<file path="config.mk">
export PLATFORM = sky130hd
export DESIGN_NAME = waveform_axi_write_arbiter
export DESIGN_NICKNAME = d
export VERILOG_FILES = /design/src/rtl/waveform_axi_write_arbiter.sv
export SDC_FILE = /design/constraint.sdc
export NUM_CORES = 1
export LEC_CHECK = 0
export ABC_AREA = 1
export BUFFER_PORTS_ARGS = -buffer_cell sky130_fd_sc_hd__buf_2
export CAP_MARGIN = 20
export CELL_PAD_IN_SITES_DETAIL_PLACEMENT = 1
export CELL_PAD_IN_SITES_GLOBAL_PLACEMENT = 1
export CORE_AREA = 2 2 381 383
export DETAILED_ROUTE_END_ITERATION = 16
export DIE_AREA = 0 0 383 385
export PLACE_DENSITY_LB_ADDON = 0.15
export SLEW_MARGIN = 20
export SYNTH_ARGS = -nofsm -noshare
export SYNTH_HDL_FRONTEND = slang
export SYNTH_SLANG_ARGS = --single-unit
export TNS_END_PERCENT = 50
</file>
<file path="constraint.sdc">
create_clock -name clk -period 3.2 [get_ports clk]
set_clock_uncertainty 0.15 [all_clocks]
set_input_delay 0.32 -clock clk [delete_from_list [all_inputs] [get_ports clk]]
set_output_delay 0.32 -clock clk [all_outputs]
set_load 0.02 [all_outputs]
</file>
<file path="src/rtl/waveform_axi_write_arbiter.sv">
// Per-burst round-robin arbiter sharing one AXI4 write master among NUM_REQ recorders.
// Optional per-requester burst counters: define WAVEFORM_ARB_STATS_EN. ROUTE_DEPTH must be a power of 2, >= 2.
module waveform_axi_write_arbiter #(
  parameter int unsigned NUM_REQ        = 4,
  parameter int unsigned AXI_ADDR_WIDTH = 35,
  parameter int unsigned AXI_DATA_WIDTH = 128,
  parameter int unsigned ROUTE_DEPTH    = 8
) (
  input  logic                                clk,
  input  logic                                rstN,
  input  logic [NUM_REQ*AXI_ADDR_WIDTH-1:0]   s_AWADDR,
  input  logic [NUM_REQ*8-1:0]                s_AWLEN,
  input  logic [NUM_REQ-1:0]                  s_AWVALID,
  output logic [NUM_REQ-1:0]                  s_AWREADY,
  input  logic [NUM_REQ*AXI_DATA_WIDTH-1:0]   s_WDATA,
  input  logic [NUM_REQ-1:0]                  s_WLAST,
  input  logic [NUM_REQ-1:0]                  s_WVALID,
  output logic [NUM_REQ-1:0]                  s_WREADY,
  output logic [NUM_REQ*2-1:0]                s_BRESP,
  output logic [NUM_REQ-1:0]                  s_BVALID,
  output logic [AXI_ADDR_WIDTH-1:0]           m_AWADDR,
  output logic [7:0]                          m_AWLEN,
  output logic                                m_AWVALID,
  input  logic                                m_AWREADY,
  output logic [AXI_DATA_WIDTH-1:0]           m_WDATA,
  output logic                                m_WLAST,
  output logic                                m_WVALID,
  input  logic                                m_WREADY,
  input  logic [1:0]                          m_BRESP,
  input  logic                                m_BVALID,
  output logic                                m_BREADY,
  output logic [2:0]                          grantIdx,
  output logic                                busy,
  output logic                                bRouteError,
  output logic [NUM_REQ*16-1:0]               burstCount
);

  localparam int unsigned MAX_REQ = 8;
  localparam int unsigned PTR_W   = $clog2(ROUTE_DEPTH);

  typedef enum logic [1:0] {IDLE, ADDR, DATA} state_t;

  state_t                      r_state;
  logic [2:0]                  r_grant;
  logic [2:0]                  r_rr_ptr;
  logic [2:0]                  r_route_mem [ROUTE_DEPTH];
  logic [PTR_W:0]              r_wr_ptr;
  logic [PTR_W:0]              r_rd_ptr;

  // Requester channels widened to 8 slots so a 3-bit grant index selects exactly
  logic [AXI_ADDR_WIDTH-1:0]   w_awaddr [MAX_REQ];
  logic [7:0]                  w_awlen  [MAX_REQ];
  logic [AXI_DATA_WIDTH-1:0]   w_wdata  [MAX_REQ];
  logic [MAX_REQ-1:0]          w_awvalid;
  logic [MAX_REQ-1:0]          w_wvalid;
  logic [MAX_REQ-1:0]          w_wlast;

  logic                        w_arb_found;
  logic [2:0]                  w_arb_idx;
  logic                        w_empty;
  logic                        w_full;
  logic [2:0]                  w_head;
  logic                        w_aw_hs;
  logic                        w_w_last_hs;
  logic                        w_b_hs;
  logic [2:0]                  w_rr_next;

  always_comb begin
    for (int unsigned i = 0; i < MAX_REQ; i++) begin
      w_awaddr[3'(i)] = '0;
      w_awlen[3'(i)]  = '0;
      w_wdata[3'(i)]  = '0;
    end
    for (int unsigned i = 0; i < NUM_REQ; i++) begin
      w_awaddr[3'(i)] = s_AWADDR[i*AXI_ADDR_WIDTH +: AXI_ADDR_WIDTH];
      w_awlen[3'(i)]  = s_AWLEN[i*8 +: 8];
      w_wdata[3'(i)]  = s_WDATA[i*AXI_DATA_WIDTH +: AXI_DATA_WIDTH];
    end
  end

  assign w_awvalid = MAX_REQ'(s_AWVALID);
  assign w_wvalid  = MAX_REQ'(s_WVALID);
  assign w_wlast   = MAX_REQ'(s_WLAST);

  // First requesting index at or above rrPtr, wrapping modulo NUM_REQ
  always_comb begin
    w_arb_found = 1'b0;
    w_arb_idx   = '0;
    for (int unsigned i = 0; i < NUM_REQ; i++) begin
      logic [3:0] w_cand;
      w_cand = 4'(r_rr_ptr) + 4'(i);
      if (w_cand >= 4'(NUM_REQ)) w_cand = w_cand - 4'(NUM_REQ);
      if (!w_arb_found && w_awvalid[w_cand[2:0]]) begin
        w_arb_found = 1'b1;
        w_arb_idx   = w_cand[2:0];
      end
    end
  end

  assign w_empty = (r_wr_ptr == r_rd_ptr);
  assign w_full  = (r_wr_ptr[PTR_W] != r_rd_ptr[PTR_W]) &&
                   (r_wr_ptr[PTR_W-1:0] == r_rd_ptr[PTR_W-1:0]);
  assign w_head  = r_route_mem[r_rd_ptr[PTR_W-1:0]];

  assign m_AWVALID = (r_state == ADDR) && w_awvalid[r_grant];
  assign m_AWADDR  = (r_state == ADDR) ? w_awaddr[r_grant] : '0;
  assign m_AWLEN   = (r_state == ADDR) ? w_awlen[r_grant]  : '0;
  assign m_WVALID  = (r_state == DATA) && w_wvalid[r_grant];
  assign m_WDATA   = (r_state == DATA) ? w_wdata[r_grant]  : '0;
  assign m_WLAST   = (r_state == DATA) && w_wlast[r_grant];
  assign m_BREADY  = !w_empty;

  assign w_aw_hs     = m_AWVALID && m_AWREADY;
  assign w_w_last_hs = m_WVALID && m_WREADY && m_WLAST;
  assign w_b_hs      = m_BVALID && !w_empty;
  assign w_rr_next   = (r_grant == 3'(NUM_REQ-1)) ? '0 : r_grant + 3'd1;

  assign grantIdx = r_grant;
  assign busy     = (r_state != IDLE);

  always_comb begin
    s_AWREADY = '0;
    s_WREADY  = '0;
    for (int unsigned i = 0; i < NUM_REQ; i++) begin
      if (r_grant == 3'(i)) begin
        s_AWREADY[i] = (r_state == ADDR) && m_AWREADY;
        s_WREADY[i]  = (r_state == DATA) && m_WREADY;
      end
    end
  end

  always_ff @(posedge clk or negedge rstN) begin
    if (!rstN) begin
      r_state  <= IDLE;
      r_grant  <= '0;
      r_rr_ptr <= '0;
    end else begin
      case (r_state)
        IDLE: begin
          if (w_arb_found && !w_full) begin
            r_grant <= w_arb_idx;
            r_state <= ADDR;
          end
        end
        ADDR: begin
          if (w_aw_hs) r_state <= DATA;
        end
        DATA: begin
          if (w_w_last_hs) begin
            r_rr_ptr <= w_rr_next;
            r_state  <= IDLE;
          end
        end
        default: r_state <= IDLE;
      endcase
    end
  end

  // Route FIFO: grant index recorded at AW acceptance, consumed by each B response
  always_ff @(posedge clk or negedge rstN) begin
    if (!rstN) begin
      r_wr_ptr <= '0;
      r_rd_ptr <= '0;
      for (int unsigned i = 0; i < ROUTE_DEPTH; i++) r_route_mem[i] <= '0;
    end else begin
      if (w_aw_hs) begin
        r_route_mem[r_wr_ptr[PTR_W-1:0]] <= r_grant;
        r_wr_ptr <= r_wr_ptr + 1'b1;
      end
      if (w_b_hs) r_rd_ptr <= r_rd_ptr + 1'b1;
    end
  end

  always_ff @(posedge clk or negedge rstN) begin
    if (!rstN) begin
      s_BVALID    <= '0;
      s_BRESP     <= '0;
      bRouteError <= 1'b0;
    end else begin
      s_BVALID <= '0;
      for (int unsigned i = 0; i < NUM_REQ; i++) begin
        if (w_b_hs && (w_head == 3'(i))) begin
          s_BVALID[i]       <= 1'b1;
          s_BRESP[i*2 +: 2] <= m_BRESP;
        end
      end
      if (m_BVALID && w_empty) bRouteError <= 1'b1;
    end
  end

`ifdef WAVEFORM_ARB_STATS_EN
  logic [15:0] r_burst_cnt [NUM_REQ];

  always_ff @(posedge clk or negedge rstN) begin
    if (!rstN) begin
      for (int unsigned i = 0; i < NUM_REQ; i++) r_burst_cnt[i] <= '0;
    end else begin
      for (int unsigned i = 0; i < NUM_REQ; i++) begin
        if (w_aw_hs && (r_grant == 3'(i))) r_burst_cnt[i] <= r_burst_cnt[i] + 16'd1;
      end
    end
  end

  always_comb begin
    burstCount = '0;
    for (int unsigned i = 0; i < NUM_REQ; i++) burstCount[i*16 +: 16] = r_burst_cnt[i];
  end
`else
  assign burstCount = '0;
`endif

endmodule

</file>
**Word-level counts from Yosys, hierarchy flattened**

Index checks and enable logic that the tools add are counted.

- Bits in registers: 53
- Output and inout port bits: 264

- Add/subtract/negate cells: 10
- $lt $le $gt $ge: 13
- Equal/unequal tests: 14
- Mux-type cells: 61
- Bitwise operators: 3
- Reductions and logical operators: 32

Operators with widths:

| cell | number |
|---|---|
| $bmux W128 S3 | 1 |
| $mux W128 | 3 |
| $bmux W35 S3 | 1 |
| $mux W35 | 3 |
| $mux W3 | 12 |
| $bmux W8 S3 | 1 |
| $bwmux W24 | 1 |
| $mux W8 | 3 |
| $mux W1 | 23 |
| $bmux W1 S3 | 7 |
| $logic_and A1 B1 Y1 | 20 |
| $lt A3 B4 Y1 const B | 5 |
| $eq A3 B2 Y1 const B | 4 |
| $ge A4 B3 Y1 const B | 3 |
| $ge A4 B4 Y1 const B | 3 |
| $not A3 Y4 | 3 |
| $sub A3 B3 Y3 const B | 4 |
| $bmux W3 S3 | 1 |
| $demux W3 S3 | 1 |
| $add A3 B2 Y4 const B | 2 |
| $add A4 B1 Y4 const B | 2 |
| $eq A3 B1 Y1 const B | 2 |
| $logic_not A3 Y1 | 2 |
| $mux W2 | 3 |
| other kinds (16) | 23 |

**Depth between registers and ports, before layout**

Gate-level depths: netlist of run 1.

- Depth in word-level cells: 17
- Mapped depth: 13
- Depth with buffers taken out: 12

**Least setup slack after synthesis of run 1**

OpenSTA, ideal clock, no wires.

- Path type: register to output
- Start point: register r_grant[1], in the netlist grantIdx[1]
- End point: output s_AWREADY[0]
- Arrival time: 1972 ps
- Required time: 2730 ps
- Setup slack: 758 ps
- Stages on the path, launching flop included: 9
- Cell sequence: dfrtp_1 -> clkbuf_1 -> inv_2 -> buf_2 -> buf_2 -> buf_2 -> ha_1 -> inv_1 -> nor3_1

- Word-level cells in the longest chain between the ends: 2

Ends and longest elaborated chain:

| element | line | RTL |
|---|---|---|
| from (decl) | 44 | `logic [2:0] r_grant;` |
| from (signal assigned) | 141 | `r_grant <= w_arb_idx;` |
| $logic_not A3 Y1 | 125 | `if (r_grant == 3'(i)) begin` |
| $mux W1 | 125 |  |
| to (decl) | 14 | `output logic [NUM_REQ-1:0] s_AWREADY,` |

No other way between the ends.

**Final worst setup path of run 1**

- Start point: register r_grant[0], in the netlist grantIdx[0]
- End point: output m_WDATA[8]

- Word-level cells in the longest chain between the ends: 5

Ends and longest elaborated chain:

| element | line | RTL |
|---|---|---|
| $not A3 Y4 (implied by the code) | 109 | `assign m_WDATA = (r_state == DATA) ? w_wdata[r_grant] : '0;` |
| $bmux W128 S3 | 109 |  |
| $mux W128 (implied by the code) (2 in series) | 109 |  |
| $mux W128 | 109 |  |
| to (decl) | 25 | `output logic [AXI_DATA_WIDTH-1:0] m_WDATA,` |

No other way between the ends. The select of a mux whose other input is x is not followed.

==> results_dict.tcl, run 1 <==
set metrics [dict create \
    synth_seq_area_share_pct 14.6 \
    drtIter0Drc 657 \
    clock_latency_ns 0.30 \
    cpLargestDelayFamily "buffers and inverters" \
    reg2reg_from "grantIdx[0]$_DFFE_PN0P_" \
    cp_common_cell "nor2_1" \
    grt_max_degree 55 \
    r2r-end "r_rr_ptr[0]$_DFFE_PN0P_" \
    track_usage_pct 12.1 \
    yosysMostFrequentCell "nor2_1" \
    whs_ns 0.166 \
    htreeDepth 2 \
    maxSlewViolCount 0 \
    fmax_mhz 346 \
    cts_buffers 5 \
    rsz0062_at_grt "no" \
    syn_inst 1775 \
    crit_required_ns 2.73 \
    num_rows 139 \
    synth_area_per_cell_um2 5.11 \
    final_nets 3315 \
    synthTopCellsByArea "nor2_1 30%, o21ai_0 19%, dfrtp_1 15%, a21oi_1 9.7%, buf_4 5.6%" \
    cts-root-buf "clkbuf_16" \
    cts.path.max_buffers 2 \
    grt_pass1_wl_um 127000 \
    cts_setup_buffers 0 \
    synth-edff-count 0 \
    synthDominantCellAreaShare_pct 30.4 \
    pwr-share-comb_pct 85.1 \
    swShare_pct 63.1 \
    synth_area_um2 9070 \
    path_cells "buf_12 > buf_4 > nor2_1 > nor2_1 > o21ai_0 > a21oi_1 > buf_2" \
    fin_setup_tns_ns 0 \
    crit_type "reg2out" \
    slowest_stage "dfrtp_4" \
    min_from "m_BRESP[1]" \
    dpl.hpwl_um 81900 \
    yosysUniqueCellTypes 29 \
    die_w_um 383 \
    whs_endpoint "s_BRESP[5]$_DFFE_PN0P_" \
    gp_congestion 0.817 \
    die_height_um 385 \
    cts.clk_slew.worst_paths_ns 0.08 \
    min_path_type "in2reg" \
    ys.flop_type "dfrtp_1" \
    postRouteAntennaNets 0 \
    drc 0 \
    routedWlPerCell_um 21.1 \
    drive_gt1_share_pct 38.5 \
    grt_overflow 0 \
    routed_wirelength_um 95500 \
    cts.sinks 53 \
    p_sw_mw 7.91 \
    synth_top_area_cell "nor2_1" \
    portBuffers 902 \
    multi_input_comb_area_um2 6720 \
    path_buf_inv 3 \
    core_region_area_um2 143000 \
    post-route-period-util_pct 90.4 \
    seq_power_share_pct 9.5 \
    setup_viol 0 \
    tightest_slew_ns 0.849 \
    area_delta_synth_final_pct 77.2 \
    powerDensity_nw_per_um2 780 \
    start_util_pct 6.34 \
    start_kind "flop" \
    synth_warnings 0 \
    synth_seq_cells 53 \
    p_leak_nw 7.94 \
    grt_pass1_vias 15600 \
    register_area_um2 1330 \
    reg2reg_setup_slack_ns 0.88 \
    period_minus_slack_ns 2.89 \
    antenna_found_initial 95 \
    vias 14900 \
    ys_top_cells_by_count "734 x nor2_1, 336 x o21ai_0, 176 x a21oi_1" \
    cts-resized-gates 0 \
    dr.pass1.iters 4 \
    endpoint_kind "primary output" \
    vdd_drop_max_v 0.000356 \
    crit_fanout 43 \
    die_area_um2 147000 \
    whs_path_depth 3 \
    synthArstFlopShare_pct 100 \
    hold_viol 0 \
    slowest_delay_ns 0.51 \
    final.fill_count 17900 \
    p_total_mw 12.5 \
    relSlewSlack_pct 42.8 \
    vias_per_cell 3.30 \
    status "complete, no violations" \
    crit_arrival_ns 2.42 \
    maxCapViolations 0 \
    p_clk_share_pct 5.4 \
    p_int_mw 4.62 \
    cts_tree "built" \
    reg2regPathDepth 10 \
    io_pins 967 \
]
-- sequential cells by signal, indices dropped and copies added (netlist names) --
register / count
r_wr_ptr: 4
grantIdx: 3
s_BRESP: 8
r_rr_ptr: 3
r_state: 2
bRouteError: 1
s_BVALID: 4
r_route_mem: 24
r_rd_ptr: 4
-- power groups by stage --
stage,sequential (mW),clock (mW),combinational [mW]
global placement,1.22,0,11.0
CTS,1.21,0.710,11.0
detailed placement,1.22,0,11.0
finish,1.19,0.676,10.7
global route,1.24,0.731,12.0
floorplan,1.16,0,6.34
-- placed cells by master (no fill, tap or decap), drive strengths merged --
master	Yosys	layout
nand4	12	12
o211ai	2	2
dlygate4sd3	0	1
conb	1	64
a21oi	177	177
dfrtp	53	53
xnor2	1	1
clkbuf	85	6
bufinv	0	1
a31o	1	1
nor3	6	6
ha	8	8
nand2	109	109
buf	121	964
and2	2	2
o21ai	376	376
diode	0	18
nand3	28	28
xor2	6	6
clkinvlp	0	1
nor2	738	738
inv	49	49
-- cell families after synthesis --
logic type	share of synthesized area (%)
AOI/OAI and AO/OA	30.8
xor gates and xnor gates	0.676
adders and majority gates	1.10
buffers and inverters	14.0
DFF	14.6
other	0.0414
and+or+nand+nor	38.8
-- cell type report --
class                      count  share of cell area (%)
inverter                      49                    1.24
clock buffer                   6                   0.864
sequential                    53                    8.30
clock inverter                 2                   0.234
multi-input combinational   1530                    41.8
antenna                       18                   0.280
tap                         1903                    14.8
timing repair buffer         965                    32.5
-- stage by stage --
| stage | setup WS (ns) | utilization (%) | area [µm²] | instances |
|---|---|---|---|---|
| 2_1_floorplan | 0.758 | - | 9310 | 1838 |
| 3_3_place_gp | 0.637 | 11.1 | 15800 | 4499 |
| 3_5_place_dp | 0.625 | 11.1 | 15800 | 4499 |
| 4_1_cts | 0.272 | 11.2 | 16000 | 4508 |
| 5_1_grt | 0.153 | 11.2 | 16100 | 4522 |
| 6_report | 0.308 | 11.2 | 16100 | 4526 |
-- tightest hold or removal path, cell delays in order --
cell	delay, ns
buf_2	0.13
nand4_1	0.09
nand2_1	0.05
-- repair_timing --
item / 4_1_cts / 5_1_grt
setup endpoints to repair: 0 / 0
hold buffers: 1 / 0
endpoints found under the hold margin: 53 / 0
-- metal layers --
layer / wire length, µm / GRT usage [%] / share of wire (%) / vias to the layer above
met4: 1620 / 2.00 / 1.7 / 48
met1: 40000 / 14.8 / 42 / 6824
met3: 5950 / 3.06 / 6.2 / 165
met5: 303 / 0 / 0.32 / -
li1: - / - / - / 7327
met2: 47600 / 21.5 / 50 / 571
-- worst max path at each step --
stage                                        from            to  slack (ns)  cells past startpoint
after floorplan           grantIdx[1]$_DFFE_PN0P_  s_AWREADY[0]        0.76                      8
after global placement    grantIdx[0]$_DFFE_PN0P_    m_WDATA[3]        0.64                      8
after detailed placement  grantIdx[0]$_DFFE_PN0P_    m_WDATA[3]        0.62                      8
after CTS                 grantIdx[0]$_DFFE_PN0P_    m_WDATA[3]        0.27                      8
after global routing      grantIdx[0]$_DFFE_PN0P_    m_AWLEN[6]        0.15                      8
final                     grantIdx[0]$_DFFE_PN0P_    m_WDATA[8]        0.31                      7
No activity file was read; power rests on OpenSTA's default activity.
==> inputs of run 2 (changes only) <==
BUFFER_PORTS_ARGS = unset   (was -buffer_cell sky130_fd_sc_hd__buf_2)
CORE_AREA = 2 2 378 380   (was 2 2 381 383)
DIE_AREA = 0 0 380 382   (was 0 0 383 385)
DONT_BUFFER_PORTS = 1   (was unset)
clock period = 3.1 ns   (was 3.2 ns; I/O delays follow)
==> results_dict.tcl, run 2 (synthesized netlist as in run 1, its figures left out) <==
set metrics [dict create \
    crit_fanout 23 \
    cts.sinks 53 \
    min_path_type "in2reg" \
    dr.pass1.iters 5 \
    fmax_mhz 353 \
    p_sw_mw 7.96 \
    drc 0 \
    vias_per_cell 3.32 \
    top_register "r_route_mem" \
    layout.cells.most_common "nor2_1" \
    cts_buffers 5 \
    path_cells "buf_12 > buf_12 > buf_4 > nor2_1 > nor2_1 > o21ai_0 > a21oi_1 > buf_4" \
    start_kind "flop" \
    crit_required_ns 2.64 \
    cts.path.max_buffers 2 \
    setup_viol 0 \
    crit_arrival_ns 2.37 \
    drive_gt1_share_pct 15.0 \
    slowest_stage "dfrtp_4" \
    setup_ws_ns 0.266 \
    largest_register_ff_count 24 \
    routed_wirelength_um 86800 \
    p_leak_nw 5.09 \
    core_region_area_um2 141000 \
    final_nets 2598 \
    area_delta_synth_final_pct 42.3 \
    rsz0062_at_grt "no" \
    grt_pass1_wl_um 115000 \
    clock_latency_ns 0.32 \
    vdd_drop_max_v 0.000350 \
    swShare_pct 62.5 \
    period_minus_slack_ns 2.83 \
    reg_top3 "r_route_mem: 24 flops, s_BRESP: 8 flops" \
    die_w_um 380 \
    dpl.hpwl_um 75000 \
    reg2reg_setup_slack_ns 0.87 \
    pre_cts_ws_ns 0.648 \
    register_area_um2 1330 \
    hold_viol 0 \
    drtIter0Drc 602 \
    grt_overflow 0 \
    num_rows 138 \
    slowest_delay_ns 0.46 \
    tightest_slew_ns 0.870 \
    maxCapViolations 0 \
    start_util_pct 6.44 \
    die_area_um2 145000 \
    io_pins 967 \
    fin_setup_tns_ns 0 \
    layout_common_cells "734 x nor2_1, 335 x o21ai_0, 229 x buf_4" \
    cts.clk_slew.worst_paths_ns 0.09 \
    final.fill_count 17500 \
    path_buf_inv 4 \
    p_int_mw 4.79 \
    multi_input_comb_area_um2 6720 \
    cpLargestDelayFamily "buffers and inverters" \
    vias 12600 \
    portBuffers 0 \
    maxSlewViolCount 0 \
    cts-root-buf "clkbuf_16" \
    gp_congestion 0.834 \
    status "complete, no violations" \
    postRouteAntennaNets 0 \
    crit_type "reg2out" \
    endpoint_kind "primary output" \
    pwr-share-comb_pct 84.0 \
    htreeDepth 2 \
    routedWlPerCell_um 22.9 \
    cts_tree "built" \
    powerDensity_nw_per_um2 988 \
    grt_pass1_vias 12900 \
    relSlewSlack_pct 41.4 \
    seq_power_share_pct 10.4 \
    die_height_um 382 \
    p_total_mw 12.8 \
    antenna_found_initial 86 \
    p_clk_share_pct 5.6 \
    post-route-period-util_pct 91.4 \
    track_usage_pct 11.3 \
    grt_max_degree 54 \
]
-- run 2: layout make-up --
cell class / count / area share (%)
antenna: 19 / 0.368
clock buffer: 6 / 1.08
clock inverter: 2 / 0.291
inverter: 49 / 1.54
multi-input combinational: 1530 / 52.1
sequential: 53 / 10.3
tap: 1890 / 18.3
timing repair buffer: 248 / 16.0
-- run 2: what timing repair did --
action	in CTS	in global routing
hold buffers	4	1
gates resized for setup	0	0
setup buffers	0	0
endpoints found under the hold margin	58	1
setup endpoints to repair	0	0
-- run 2: stage by stage --
stage	std cells	cell area (µm²)	utilization (%)	hold WS, ns
final	3797	12900	9.16	0.00133
after global routing	3791	12900	9.15	0.0108
after CTS	3777	12800	9.12	0.00141
after detailed placement	3765	12600	8.95	-0.129
after global placement	3765	12600	8.95	-0.130
after floorplan	1838	9310	-	-0.136
-- run 2: path summary, 6_finish.rpt --
path	start	endpoint	cells past startpoint
min reg2reg	r_route_mem[20]$_DFFE_PN0P_	r_route_mem[20]$_DFFE_PN0P_	2
max	grantIdx[0]$_DFFE_PN0P_	m_WDATA[22]	8
max reg2reg	r_rd_ptr[1]$_DFFE_PN0P_	s_BRESP[4]$_DFFE_PN0P_	10
max in group asynchronous	rstN	grantIdx[1]$_DFFE_PN0P_	2
min	m_BRESP[0]	s_BRESP[6]$_DFFE_PN0P_	2
min in group asynchronous	rstN	s_BRESP[0]$_DFFE_PN0P_	2
-- run 2: power groups by stage --
stage,clock [mW],sequential [mW],combinational [mW]
2_1_floorplan,0,1.19,6.54
3_3_place_gp,0,1.36,11.1
3_5_place_dp,0,1.35,11.0
4_1_cts,0.751,1.34,11.0
5_1_grt,0.770,1.38,12.1
6_report,0.709,1.33,10.7
-- run 2: worst register-to-register path: stages, from the launching register on --
cell	delay (ns)
dfrtp_1	0.50
buf_4	0.22
nand2_1	0.06
nand2_1	0.07
and2_1	0.18
nand2_2	0.22
nand2_4	0.12
nor2_4	0.26
nand3_1	0.21
nand2_1	0.10
nand2_1	0.05
-- run 2: metal layers --
layer	vias to the layer above	wire length [µm]	track usage, %	share of wire [%]
li1	5901	-	-	-
met4	30	1630	2.84	1.9
met5	-	185	0.694	0.21
met1	5953	35500	13.8	41
met2	620	42300	18.9	49
met3	120	7230	3.59	8.3
==> inputs of run 3 (changes only) <==
CORE_AREA = 2 2 375 377   (was 2 2 378 380)
DIE_AREA = 0 0 377 379   (was 0 0 380 382)
clock period = 3.35 ns   (was 3.1 ns; I/O delays follow)
==> results_dict.tcl, run 3 (synthesized netlist as in run 1, its figures left out) <==
set metrics [dict create \
    status "complete, no violations" \
    dr.pass1.iters 5 \
    path_buf_inv 4 \
    slowest_stage "dfrtp_4" \
    layout.cells.most_common "nor2_1" \
    clock_latency_ns 0.32 \
    vias_per_cell 3.37 \
    slowest_delay_ns 0.57 \
    crit_required_ns 2.86 \
    cts-root-buf "clkbuf_16" \
    p_int_mw 4.23 \
    swShare_pct 63.3 \
    p_sw_mw 7.31 \
    seq_power_share_pct 10.8 \
    drtIter0Drc 627 \
    portBuffers 0 \
    die_w_um 377 \
    area_delta_synth_final_pct 36.4 \
    cp_common_cell "buf_4" \
    gp_congestion 0.828 \
    final_cell_area_um2 12400 \
    endpoint_kind "primary output" \
    path_cells "inv_8 > buf_12 > buf_4 > o21ai_0 > a21oi_1 > buf_4" \
    dpl_cell_area_um2 12100 \
    rsz0062_at_grt "no" \
    grt_max_degree 92 \
    drive_gt1_share_pct 12.4 \
    drc 0 \
    powerDensity_nw_per_um2 933 \
    cts_setup_buffers 0 \
    hold_viol 0 \
    top_register "r_route_mem" \
    crit_fanout 75 \
    reg_top3 "r_route_mem: 24 flops, s_BRESP: 8 flops" \
    crit_type "reg2out" \
    cts_tree "built" \
    cpLargestDelayFamily "buffers and inverters" \
    fin_setup_tns_ns 0 \
    vias 12300 \
    crit_arrival_ns 2.41 \
    grt_pass1_vias 12400 \
    relSlewSlack_pct 39.2 \
    pwr-share-comb_pct 83.5 \
    grt_overflow 0 \
    dpl.hpwl_um 72700 \
    start_kind "flop" \
    cts-resized-gates 0 \
    reg2reg_setup_slack_ns 0.98 \
    track_usage_pct 11.0 \
    cts.path.max_buffers 2 \
    vdd_drop_max_v 0.000382 \
    p_leak_nw 4.81 \
    period_minus_slack_ns 2.90 \
    largest_register_ff_count 24 \
    grt_pass1_wl_um 109000 \
    htreeDepth 2 \
    io_pins 967 \
    num_rows 137 \
    postRouteAntennaNets 0 \
    min_path_type "in2reg" \
    setup_viol 0 \
    ctsHoldBuffers 2 \
    die_height_um 379 \
    layout_common_cells "734 x nor2_1, 335 x o21ai_0, 176 x a21oi_1" \
    antenna_found_initial 79 \
    maxSlewViolCount 0 \
    tightest_slew_ns 0.905 \
    p_clk_share_pct 5.7 \
    routedWlPerCell_um 23.5 \
    final_nets 2539 \
    cts.clk_slew.worst_paths_ns 0.08 \
    cts_buffers 5 \
    maxCapViolations 0 \
    start_util_pct 6.53 \
    fmax_mhz 345 \
    routed_wirelength_um 85600 \
    post-route-period-util_pct 86.5 \
    cts.sinks 53 \
    die_area_um2 143000 \
    core_region_area_um2 139000 \
]
run 3: worst paths after layout:
| check | to | start | cells past startpoint |
|---|---|---|---|
| worst max register to register | s_BRESP[6]$_DFFE_PN0P_ | r_rd_ptr[0]$_DFFE_PN0P_ | 10 |
| worst min register to register | r_route_mem[14]$_DFFE_PN0P_ | r_route_mem[14]$_DFFE_PN0P_ | 2 |
| worst max-delay path | m_WDATA[116] | grantIdx[0]$_DFFE_PN0P_ | 6 |
| max in group asynchronous | grantIdx[1]$_DFFE_PN0P_ | rstN | 2 |
| min in group asynchronous | r_route_mem[6]$_DFFE_PN0P_ | rstN | 2 |
| worst min-delay path | s_BRESP[3]$_DFFE_PN0P_ | m_BRESP[1] | 2 |
run 3: routing by layer:
layer / up-vias / global-route usage (%) / share of wire (%) / wire [µm]
met5: - / 0 / 0.24 / 205
li1: 5769 / - / - / -
met2: 595 / 18.4 / 48 / 40800
met1: 5756 / 13.8 / 42 / 36200
met3: 131 / 3.52 / 8.0 / 6870
met4: 32 / 2.00 / 1.8 / 1570
run 3: power by group through the flow:
stage	Combinational, mW	Clock, mW	Sequential, mW
2_1_floorplan	6.05	0	1.10
3_3_place_gp	9.88	0	1.28
3_5_place_dp	9.84	0	1.28
4_1_cts	9.90	0.694	1.27
5_1_grt	10.8	0.714	1.31
6_report	9.63	0.657	1.25
run 3: per-stage QoR:
stage               hold WS (ns)  setup WS, ns  total power, mW  util [%]  instances
detailed placement       -0.0990         0.770             11.1      8.74       3626
floorplan                 -0.111         0.893             7.16         -       1838
global placement         -0.0989         0.779             11.2      8.74       3626
CTS                       0.0119         0.391             11.9      8.89       3636
finish                    0.0286         0.454             11.5      8.91       3648
global route              0.0294         0.295             12.8      8.90       3642
run 3: cell type report:
type,instances,area (µm²)
repair buffers,189,1650
diodes,12,30.0
clock buffers,7,143
clock inverters,1,30.0
flip-flops and latches,53,1330
well taps,1807,2260
fillers,17200,126000
inverters,49,199
multi-input cells,1530,6720
